[src/rtl/aes_keyslot_pkg.sv]
// Shared types and register map constants for the AES key-slot front end.
// FSM states, word indices, CTRL bit positions and lock bit indices.
package aes_keyslot_pkg;

  typedef enum logic [1:0] {
    ST_IDLE,
    ST_RUN,
    ST_DONE
  } state_e;

  localparam logic [6:0] IDX_CTRL   = 7'd0;
  localparam logic [6:0] IDX_PT     = 7'd1;
  localparam logic [6:0] IDX_STATE  = 7'd5;
  localparam logic [6:0] IDX_RESULT = 7'd9;
  localparam logic [6:0] IDX_GAP    = 7'd13;
  localparam logic [6:0] IDX_KEY    = 7'd16;

  localparam int CTRL_START   = 0;
  localparam int CTRL_ZERO    = 1;
  localparam int CTRL_KSEL_LO = 4;

  localparam int LK_CTRL_RD = 0;
  localparam int LK_CTRL_WR = 1;
  localparam int LK_BLK_RD  = 2;
  localparam int LK_BLK_WR  = 3;
  localparam int LK_RES_RD  = 4;
  localparam int LK_KEY_WR  = 5;
  localparam int LK_ZERO    = 7;

endpackage

[src/rtl/aes_keyslot_bank.sv]
// Write-only key slot storage with per-word writes, one-cycle zeroize
// and a selected-slot read port feeding the core.
module aes_keyslot_bank
  import aes_keyslot_pkg::*;
#(
  parameter int NUM_KEYS   = 4,
  parameter int KEY_WIDTH  = 192,
  parameter int DATA_WIDTH = 32
) (
  input  logic                  clk_i,
  input  logic                  rst_ni,
  input  logic                  we,
  input  logic [2:0]            slot,
  input  logic [2:0]            word,
  input  logic [DATA_WIDTH-1:0] wdata,
  input  logic                  zeroize,
  input  logic [2:0]            sel,
  output logic [KEY_WIDTH-1:0]  key
);

  localparam int KW = KEY_WIDTH / DATA_WIDTH;

  logic [KW-1:0][DATA_WIDTH-1:0] mem [NUM_KEYS];

  always_ff @(posedge clk_i or negedge rst_ni) begin
    if (!rst_ni) begin
      for (int s = 0; s < NUM_KEYS; s++) mem[s] <= '0;
    end else if (zeroize) begin
      for (int s = 0; s < NUM_KEYS; s++) mem[s] <= '0;
    end else if (we) begin
      for (int s = 0; s < NUM_KEYS; s++)
        for (int w = 0; w < KW; w++)
          if (slot == 3'(s) && word == 3'(w))
            mem[s][w] <= wdata;
    end
  end

  always_comb begin
    key = '0;
    for (int s = 0; s < NUM_KEYS; s++)
      if (sel == 3'(s)) key = mem[s];
  end

endmodule

[src/rtl/aes_keyslot_wrapper.sv]
// Register-bus front end for an AES-192 core: key slots, start/busy/done
// FSM with timeout, result capture, zeroize and access error reporting.
module aes_keyslot_wrapper
  import aes_keyslot_pkg::*;
#(
  parameter int ADDR_WIDTH     = 32,
  parameter int DATA_WIDTH     = 32,
  parameter int NUM_KEYS       = 4,
  parameter int KEY_WIDTH      = 192,
  parameter int BLK_WIDTH      = 128,
  parameter int TIMEOUT_CYCLES = 1024
) (
  input  logic                  clk_i,
  input  logic                  rst_ni,
  input  logic [7:0]            reglk_ctrl_i,
  input  logic [ADDR_WIDTH-1:0] reg_addr_i,
  input  logic                  reg_write_i,
  input  logic                  reg_valid_i,
  input  logic [DATA_WIDTH-1:0] reg_wdata_i,
  output logic [DATA_WIDTH-1:0] reg_rdata_o,
  output logic                  reg_ready_o,
  output logic                  reg_error_o,
  output logic                  core_start_o,
  output logic [KEY_WIDTH-1:0]  core_key_o,
  output logic [BLK_WIDTH-1:0]  core_state_o,
  output logic [BLK_WIDTH-1:0]  core_pt_o,
  input  logic [BLK_WIDTH-1:0]  core_out_i,
  input  logic                  core_valid_i
);

  localparam int KW = KEY_WIDTH / DATA_WIDTH;
  localparam int BW = BLK_WIDTH / DATA_WIDTH;
  localparam int CW = $clog2(TIMEOUT_CYCLES);
  localparam logic [CW-1:0] TMAX = CW'(TIMEOUT_CYCLES - 1);
  localparam logic [3:0] NK = 4'(NUM_KEYS);
  localparam logic [3:0] NW = 4'(KW);

  state_e state, state_n;
  logic [BW-1:0][DATA_WIDTH-1:0] pt_q, st_q, res_q;
  logic [2:0] key_sel;
  logic [CW-1:0] cnt;
  logic done, err, start_q, busy;

  logic [6:0] idx, koff;
  logic [2:0] kslot, kword, ksel_new;
  logic [1:0] psub, ssub, rsub;
  logic is_ctrl, is_pt, is_st, is_res, is_key, mapped;
  logic ksel_chg, ctrl_bad, wr_bad, ok_wr, rd;
  logic key_we, zero_req, start_req;
  logic launch, capture, expire;
  logic unused;

  assign unused = ^{reg_addr_i[ADDR_WIDTH-1:9],
                    reg_addr_i[1:0], reglk_ctrl_i[6]};

  assign idx   = reg_addr_i[8:2];
  assign koff  = idx - IDX_KEY;
  assign kslot = koff[5:3];
  assign kword = koff[2:0];
  assign psub  = 2'(idx - IDX_PT);
  assign ssub  = 2'(idx - IDX_STATE);
  assign rsub  = 2'(idx - IDX_RESULT);

  assign is_ctrl = idx == IDX_CTRL;
  assign is_pt   = idx >= IDX_PT && idx < IDX_STATE;
  assign is_st   = idx >= IDX_STATE && idx < IDX_RESULT;
  assign is_res  = idx >= IDX_RESULT && idx < IDX_GAP;
  assign is_key  = idx >= IDX_KEY && !koff[6] &&
                   ({1'b0, kslot} < NK) && ({1'b0, kword} < NW);
  assign mapped  = is_ctrl | is_pt | is_st | is_res | is_key;

  assign busy = state == ST_RUN;
  assign rd   = reg_valid_i & ~reg_write_i;

  // KEY_SEL counts as written only when the value actually changes,
  // so START can be re-issued with the current selection while busy.
  assign ksel_new = reg_wdata_i[CTRL_KSEL_LO +: 3];
  assign ksel_chg = ksel_new != key_sel;
  assign ctrl_bad = reglk_ctrl_i[LK_CTRL_WR]
                  | ({1'b0, ksel_new} >= NK)
                  | (ksel_chg & (reglk_ctrl_i[LK_KEY_WR] | busy))
                  | (reg_wdata_i[CTRL_ZERO] & reglk_ctrl_i[LK_ZERO]);
  assign wr_bad = (is_ctrl & ctrl_bad)
                | ((is_pt | is_st) & (reglk_ctrl_i[LK_BLK_WR] | busy))
                | (is_key & (reglk_ctrl_i[LK_KEY_WR] | busy))
                | is_res;

  assign reg_error_o = reg_valid_i & (~mapped | (reg_write_i & wr_bad));
  assign ok_wr = reg_valid_i & reg_write_i & mapped & ~wr_bad;

  assign key_we    = ok_wr & is_key;
  assign zero_req  = ok_wr & is_ctrl & reg_wdata_i[CTRL_ZERO];
  assign start_req = ok_wr & is_ctrl & reg_wdata_i[CTRL_START]
                   & ~reg_wdata_i[CTRL_ZERO];

  always_comb begin
    reg_rdata_o = '0;
    if (rd) begin
      if (is_ctrl && !reglk_ctrl_i[LK_CTRL_RD])
        reg_rdata_o = DATA_WIDTH'({key_sel, 1'b0, err, done, busy});
      else if (is_pt && !reglk_ctrl_i[LK_BLK_RD])
        reg_rdata_o = pt_q[psub];
      else if (is_st && !reglk_ctrl_i[LK_BLK_RD])
        reg_rdata_o = st_q[ssub];
      else if (is_res && !reglk_ctrl_i[LK_RES_RD])
        reg_rdata_o = res_q[rsub];
    end
  end

  always_comb begin
    state_n = state;
    launch  = 1'b0;
    capture = 1'b0;
    expire  = 1'b0;
    unique case (state)
      ST_IDLE, ST_DONE: begin
        if (start_req) begin
          state_n = ST_RUN;
          launch  = 1'b1;
        end
      end
      ST_RUN: begin
        if (core_valid_i) begin
          state_n = ST_DONE;
          capture = 1'b1;
        end else if (cnt == TMAX) begin
          state_n = ST_DONE;
          expire  = 1'b1;
        end
      end
      default: state_n = ST_IDLE;
    endcase
    if (zero_req) state_n = ST_IDLE;
  end

  always_ff @(posedge clk_i or negedge rst_ni) begin
    if (!rst_ni) state <= ST_IDLE;
    else         state <= state_n;
  end

  always_ff @(posedge clk_i or negedge rst_ni) begin
    if (!rst_ni) begin
      pt_q    <= '0;
      st_q    <= '0;
      res_q   <= '0;
      key_sel <= '0;
      cnt     <= '0;
      done    <= 1'b0;
      err     <= 1'b0;
      start_q <= 1'b0;
    end else if (zero_req) begin
      pt_q    <= '0;
      st_q    <= '0;
      res_q   <= '0;
      key_sel <= '0;
      cnt     <= '0;
      done    <= 1'b0;
      err     <= 1'b0;
      start_q <= 1'b0;
    end else begin
      start_q <= launch;
      if (launch) begin
        done <= 1'b0;
        err  <= 1'b0;
        cnt  <= '0;
      end else if (busy) begin
        cnt <= cnt + CW'(1);
      end
      if (capture) begin
        res_q <= core_out_i;
        done  <= 1'b1;
      end
      if (expire) begin
        done <= 1'b1;
        err  <= 1'b1;
      end
      if (ok_wr && is_pt)   pt_q[psub] <= reg_wdata_i;
      if (ok_wr && is_st)   st_q[ssub] <= reg_wdata_i;
      if (ok_wr && is_ctrl) key_sel    <= ksel_new;
    end
  end

  aes_keyslot_bank #(
    .NUM_KEYS   (NUM_KEYS),
    .KEY_WIDTH  (KEY_WIDTH),
    .DATA_WIDTH (DATA_WIDTH)
  ) u_bank (
    .clk_i   (clk_i),
    .rst_ni  (rst_ni),
    .we      (key_we),
    .slot    (kslot),
    .word    (kword),
    .wdata   (reg_wdata_i),
    .zeroize (zero_req),
    .sel     (key_sel),
    .key     (core_key_o)
  );

  assign reg_ready_o  = 1'b1;
  assign core_start_o = start_q;
  assign core_pt_o    = pt_q;
  assign core_state_o = st_q;

endmodule
[config.mk]
export PLATFORM = sky130hd
export DESIGN_NAME = aes_keyslot_wrapper
export DESIGN_NICKNAME = d
export VERILOG_FILES = /design/src/rtl/aes_keyslot_pkg.sv /design/src/rtl/aes_keyslot_bank.sv /design/src/rtl/aes_keyslot_wrapper.sv
export SDC_FILE = /design/constraint.sdc
export NUM_CORES = 2
export LEC_CHECK = 0
export ABC_AREA = 1
export CELL_PAD_IN_SITES_DETAIL_PLACEMENT = 1
export CELL_PAD_IN_SITES_GLOBAL_PLACEMENT = 1
export CORE_MARGIN = 3
export CORE_UTILIZATION = 45
export DETAILED_ROUTE_END_ITERATION = 8
export PLACE_DENSITY = 0.85
export SETUP_SLACK_MARGIN = 0.5
export SLEW_MARGIN = 5
export SYNTH_ARGS = -nofsm -noshare
export SYNTH_HDL_FRONTEND = slang
export SYNTH_SLANG_ARGS = --single-unit
[constraint.sdc]
create_clock -name clk_i -period 7.5 [get_ports clk_i]
set_input_delay 0.75 -clock clk_i [delete_from_list [all_inputs] [get_ports clk_i]]
set_output_delay 0.75 -clock clk_i [all_outputs]
set_load 0.05 [all_outputs]
Word level (Yosys, flattened, before mapping)
Index checks and enable logic that the tools add are counted.
W data, S select, Z words.
Word-level totals
  register bits after elaboration: 1170
  word-level logic and storage cells: 296
Operators by class
  add/subtract/negate cells: 5
  order comparisons: 15
  equal/unequal tests: 17
  muxes and demuxes: 77
  bitwise operators: 34
  reductions and logical operators: 106
Operator list (number)
  $mux W768: 2
  $mux W32: 34
  $mux W128: 6
  $mux W192: 4
  $bwmux W128: 2
  $bmux W32 S2: 3
  $demux W32 S2: 2
  $reduce_bool A2 Y1: 29
  $reduce_and A2 Y1: 25
  $logic_and A1 B1 Y1: 39
  $mux W10: 3
  $eq A3 B2 Y1 const B: 6
  $and A1 B1 Y1: 16
  $lt A7 B4 Y1 const B: 2
  $mux W1: 14
  $or A1 B1 Y1: 14
  $add A10 B1 Y10 const B: 1
  $eq A10 B10 Y1 const B: 1
  $eq A3 B1 Y1 const B: 3
  $logic_not A3 Y1: 3
  $lt A2 B3 Y1 const B: 3
  $mux W2: 4
  $ge A7 B1 Y1 const B: 1
  $ge A7 B3 Y1 const B: 1
  23 further kinds: 36

Depth between registers and ports, before layout
  depth in word-level cells: 20
  gate-level depth with buffers: 20

Hierarchy
Synthesis repeated with hierarchy kept, for this count alone.
Unflattened totals
  cells, all modules: 7231
  area total of the unflattened synthesis: 58252.1 um2
By module, submodules not included
  aes_keyslot_bank: instances 1, cells an instance 4513, area each 35967.0 um2, sequential area each 19218.4 um2
  aes_keyslot_wrapper: instances 1, cells an instance 2718, area each 22285.1 um2, sequential area each 10059.6 um2

Worst setup path after synthesis
No wires, ideal clock.
  kind: input -> output
  start point: input reg_addr_i[2]
  end point: output reg_rdata_o[30]
  arrival time: 3973 ps
  data required time: 6750 ps
  path slack: 2777 ps
  stages on the path: 11
  path buffers: 5
  path through: inv_2 -> clkbuf_1 -> buf_1 -> ha_1 -> clkbuf_1 -> inv_1 -> clkbuf_1 -> buf_1 -> a21oi_1 -> a32o_1 -> a211oi_1
Between the ends
  longest elaborated chain between the ends: 8
  elaborated cells between the ends (all ways): 28
RTL lines
  start: declaration: RTL line aes_keyslot_wrapper.sv:16  | input logic [ADDR_WIDTH-1:0] reg_addr_i,
  $ge A7 B4 Y1, or another cell as far along: RTL line aes_keyslot_wrapper.sv:67  | assign is_res = idx >= IDX_RESULT && idx < IDX_GAP;
  $logic_and A1 B1 Y1 or $bmux W32 S2 (tied branches): RTL line aes_keyslot_wrapper.sv:67, aes_keyslot_wrapper.sv:106
  $logic_and A1 B1 Y1 or $mux W32 (tied branches): RTL line aes_keyslot_wrapper.sv:105, aes_keyslot_wrapper.sv:106
  $mux W32: RTL line aes_keyslot_wrapper.sv:105  | else if (is_res && !reglk_ctrl_i[LK_RES_RD])
  $mux W32: RTL line aes_keyslot_wrapper.sv:103  | else if (is_st && !reglk_ctrl_i[LK_BLK_RD])
  $mux W32: RTL line aes_keyslot_wrapper.sv:101  | else if (is_pt && !reglk_ctrl_i[LK_BLK_RD])
  $mux W32 *: RTL line aes_keyslot_wrapper.sv:99  | if (is_ctrl && !reglk_ctrl_i[LK_CTRL_RD])
  $mux W32 *: RTL line aes_keyslot_wrapper.sv:98  | if (rd) begin
  end: declaration: RTL line aes_keyslot_wrapper.sv:20  | output logic [DATA_WIDTH-1:0] reg_rdata_o,
Mark *: on every way between the ends. The rest lies on a longest branch, timed or not. The select of a mux whose other input is x is not followed.

Worst setup path after layout
  start point: input reg_addr_i[3]
  end point: output reg_rdata_o[19]
The elaborated chain is that of the path after synthesis.

==> impl_metrics.tcl <==
set metrics [dict create \
    maxSlewHeadroom_pct 14.24 \
    setup_viol 0 \
    rows 126 \
    nNetsFinal 6898 \
    h-tree-depth 4 \
    p_switching_mw 4.153 \
    drt-total-wl_mm 230.2 \
    gp_congestion 0.8961 \
    fmax_mhz 158.0 \
    crit_arrival_ns 5.58 \
    finalCriticalPeriod_ns 6.331 \
    fill_cells 13700 \
    switching_share_pct 27.59 \
    cts_made_buffers 132 \
    dp_hpwl_mm 145.2 \
    drc_errors 0 \
    postCtsSetupBuffers 0 \
    crit_path_start "reg_addr_i[3]" \
    finalHoldViolations 0 \
    synthSimpleGateAreaFrac_pct 14.40 \
    multi_input_area_um2 20070 \
    finalNonFillerCells 8329 \
    die_w_um 351.5 \
    syn_to_final_growth_pct 22.33 \
    io_pins 688 \
    yosys_warnings 0 \
    die-height_um 351.5 \
    syn_inst 6324 \
    ff_latch_area_um2 29280 \
    slew_viol_final 0 \
    async_reset_ff_share_pct 100.0 \
    grt_use_total_pct 36.68 \
    muxShareOfSynthArea_pct 0 \
    synth_top_family_by_area "compound AO/OA/AOI/OAI gates" \
    synth_compound_area_share_pct 22.21 \
    cts_buffer_depth 3 \
    p_leak_nw 29.28 \
    seq_area_frac_synth_pct 54.51 \
    crit-reg2reg-launch "state[1]$_DFFE_PN0P_" \
    finalWorstSetupSlack_ns 1.169 \
    syn_area_per_cell_um2 8.493 \
    p_per_area_nw_per_um2 229.1 \
    endpoint_kind "primary output" \
    crit_end "reg_rdata_o[19]" \
    tightest_slew_ns 1.282 \
    clk_pin_slew_worst_paths_ns 0.06 \
    final_layout_size_suffix_gt1_share_pct 6.709 \
    synth_flop_cell "dfrtp_1" \
    rsz0062_at_grt "false" \
    ys_ff_latch 1170 \
    status "finished clean" \
    ys_types 38 \
    regToRegEndpoint "core_pt_o[38]$_DFFE_PN0P_" \
    clock_sinks 1170 \
    r2r_cells 12 \
    ys_top_cells_by_count "nand2_1 (1235), dfrtp_1 (1170), o21ai_0 (1150), inv_1 (554), nand3_1 (349)" \
    vias 51890 \
    synth_top_cell_area_share_pct 54.51 \
    r2r_slack_ns 3.47 \
    place_inst 8083 \
    avgRoutedWirePerCell_um 27.63 \
    drtIter0Drc 4842 \
    cts-root-buf "clkbuf_16" \
    critPathMaxFanout 38 \
    vias_per_cell 6.229 \
    yosysTopAreaCell "dfrtp_1" \
    fin_crit_sh_pct 84.41 \
    dp_slack_ns 1.609 \
    grt_pass1_wl_mm 344.9 \
    cts.hold.buffers_added 0 \
    post_cts_resized 0 \
    grt_pass1_vias 54310 \
    synth_xor_area_share_pct 0.1141 \
    skew_ns 0.02007 \
    clock_latency_ns 0.78 \
    post-route-util_pct 55.57 \
    comb_power_share_pct 11.3 \
    synth_area_um2 53710 \
    synthAdderAreaFrac_pct 0.2795 \
    drt-pass1-iter-count 6 \
    start_util_pct 45.43 \
    synth-edff-count 0 \
    p_int_mw 10.90 \
    syn-num-nets 6541 \
    irDropWorstVdd_v 0.0002331 \
    grt-ovfl-total 0 \
    crit_required_ns 6.75 \
    max_cap_violations 0 \
    post-synth-top-count-cell "nand2_1" \
    hold_path_class "input pin to asynchronous set/reset pin" \
    cts_tree "yes" \
    holdWs_ns 0.03701 \
    p_clk_share_pct 44.9 \
    core_um2 118200 \
    antenna_found_initial 16 \
    io_buffer_count 660 \
    fp.dieArea_um2 123500 \
    ant_nets 0 \
    setup_tns_ns 0 \
    crit_path_start_kind "input pin" \
    grt_start_max_net_pins 177 \
    path_class "input pin to primary output" \
    synth_area_leaders "dfrtp_1 (55%), o21ai_0 (11%), nand2_1 (8.6%)" \
    seqPwrFrac_pct 43.7 \
]
through the flow:
step	total power [mW]	instance area, um^2
CTS	15.09	65680
global placement	8.311	61140
finish	15.05	65700
global route	15.51	65700
floorplan	7.509	53710
detailed placement	8.359	61140
registers in the layout, summed over array words and instances (netlist names), 2 cells and up:
register / flops
cnt: 10
core_state_o: 128
core_pt_o: 128
key_sel: 3
res_q: 128
state: 2
u_bank.mem: 768
how the worst min path moves through the flow:
| stage | from | end | slack [ns] |
|---|---|---|---|
| 2_1_floorplan | res_q[32]$_DFFE_PN0P_ | res_q[32]$_DFFE_PN0P_ | 0.44 |
| 3_3_place_gp | res_q[38]$_DFFE_PN0P_ | res_q[38]$_DFFE_PN0P_ | 0.45 |
| 3_5_place_dp | res_q[81]$_DFFE_PN0P_ | res_q[81]$_DFFE_PN0P_ | 0.45 |
| 4_1_cts | rst_ni | u_bank.mem[345]$_DFFE_PN0P_ | 0.07 |
| 5_1_grt | rst_ni | u_bank.mem[345]$_DFFE_PN0P_ | 0.09 |
| 6_report | rst_ni | u_bank.mem[345]$_DFFE_PN0P_ | 0.04 |
power by group through the flow:
stage / logic (mW) / clock network (mW) / registers, mW
6_report: 1.71 / 6.76 / 6.58
5_1_grt: 1.80 / 7.11 / 6.59
4_1_cts: 1.70 / 6.82 / 6.57
3_5_place_dp: 1.67 / 0 / 6.69
3_3_place_gp: 1.64 / 0 / 6.68
2_1_floorplan: 0.696 / 0 / 6.81
cell type report:
class                   instances  area share, %
clock inverters                44         0.9388
repair buffers                786          11.69
diodes                         11        0.04190
well taps                    1536          2.925
clock buffers                 191          5.964
flip-flops and latches       1170          44.56
inverters                     580          3.329
multi-input cells            4011          30.55
layer usage:
metal | GRT usage [%] | share of wire [%] | vias to the layer above
met5 | 0 | 0.022 | -
met4 | 24.40 | 7.3 | 8
met3 | 9.182 | 9.1 | 659
met2 | 58.32 | 47 | 2513
met1 | 44.29 | 37 | 26640
li1 | - | - | 22060
cell families after synthesis:
kind of cell,Yosys count
other,1
buffers and inverters,1143
adder cells (fa/ha/maj),12
flip-flops,1170
AO/OA/AOI/OAI,2088
XOR/XNOR,7
AND/OR/NAND/NOR,1903
layout by cell type (no fill, tap or decap), types with 9 or more instances in the layout:
cell type	Yosys	layout
a21oi_1	169	169
a221o_1	40	40
a221oi_1	25	25
buf_12	0	10
buf_4	4	116
bufinv_16	0	9
clkbuf_1	347	23
clkbuf_16	0	135
clkbuf_8	0	33
clkdlybuf4s50_1	0	658
clkinv_2	0	18
dfrtp_1	1170	1170
diode_2	0	11
inv_1	554	551
inv_2	26	27
nand2_1	1235	1233
nand3_1	349	345
nor2_1	256	242
nor2_2	14	22
nor3_1	30	28
o211ai_1	256	256
o21ai_0	1150	1142
o21ai_1	138	139
o221a_2	25	25
o22ai_1	268	268
critical path, cell delays in order:
cell and delay, ns:
clkdlybuf4s50_1 0.65, inv_1 0.23, ha_4 0.38, inv_2 0.63, o21ai_0 0.30, o22ai_1 0.95
a221oi_1 0.22, nor3_1 0.53, clkdlybuf4s50_1 0.92
Note: power is estimated with default switching activity, not from simulation.
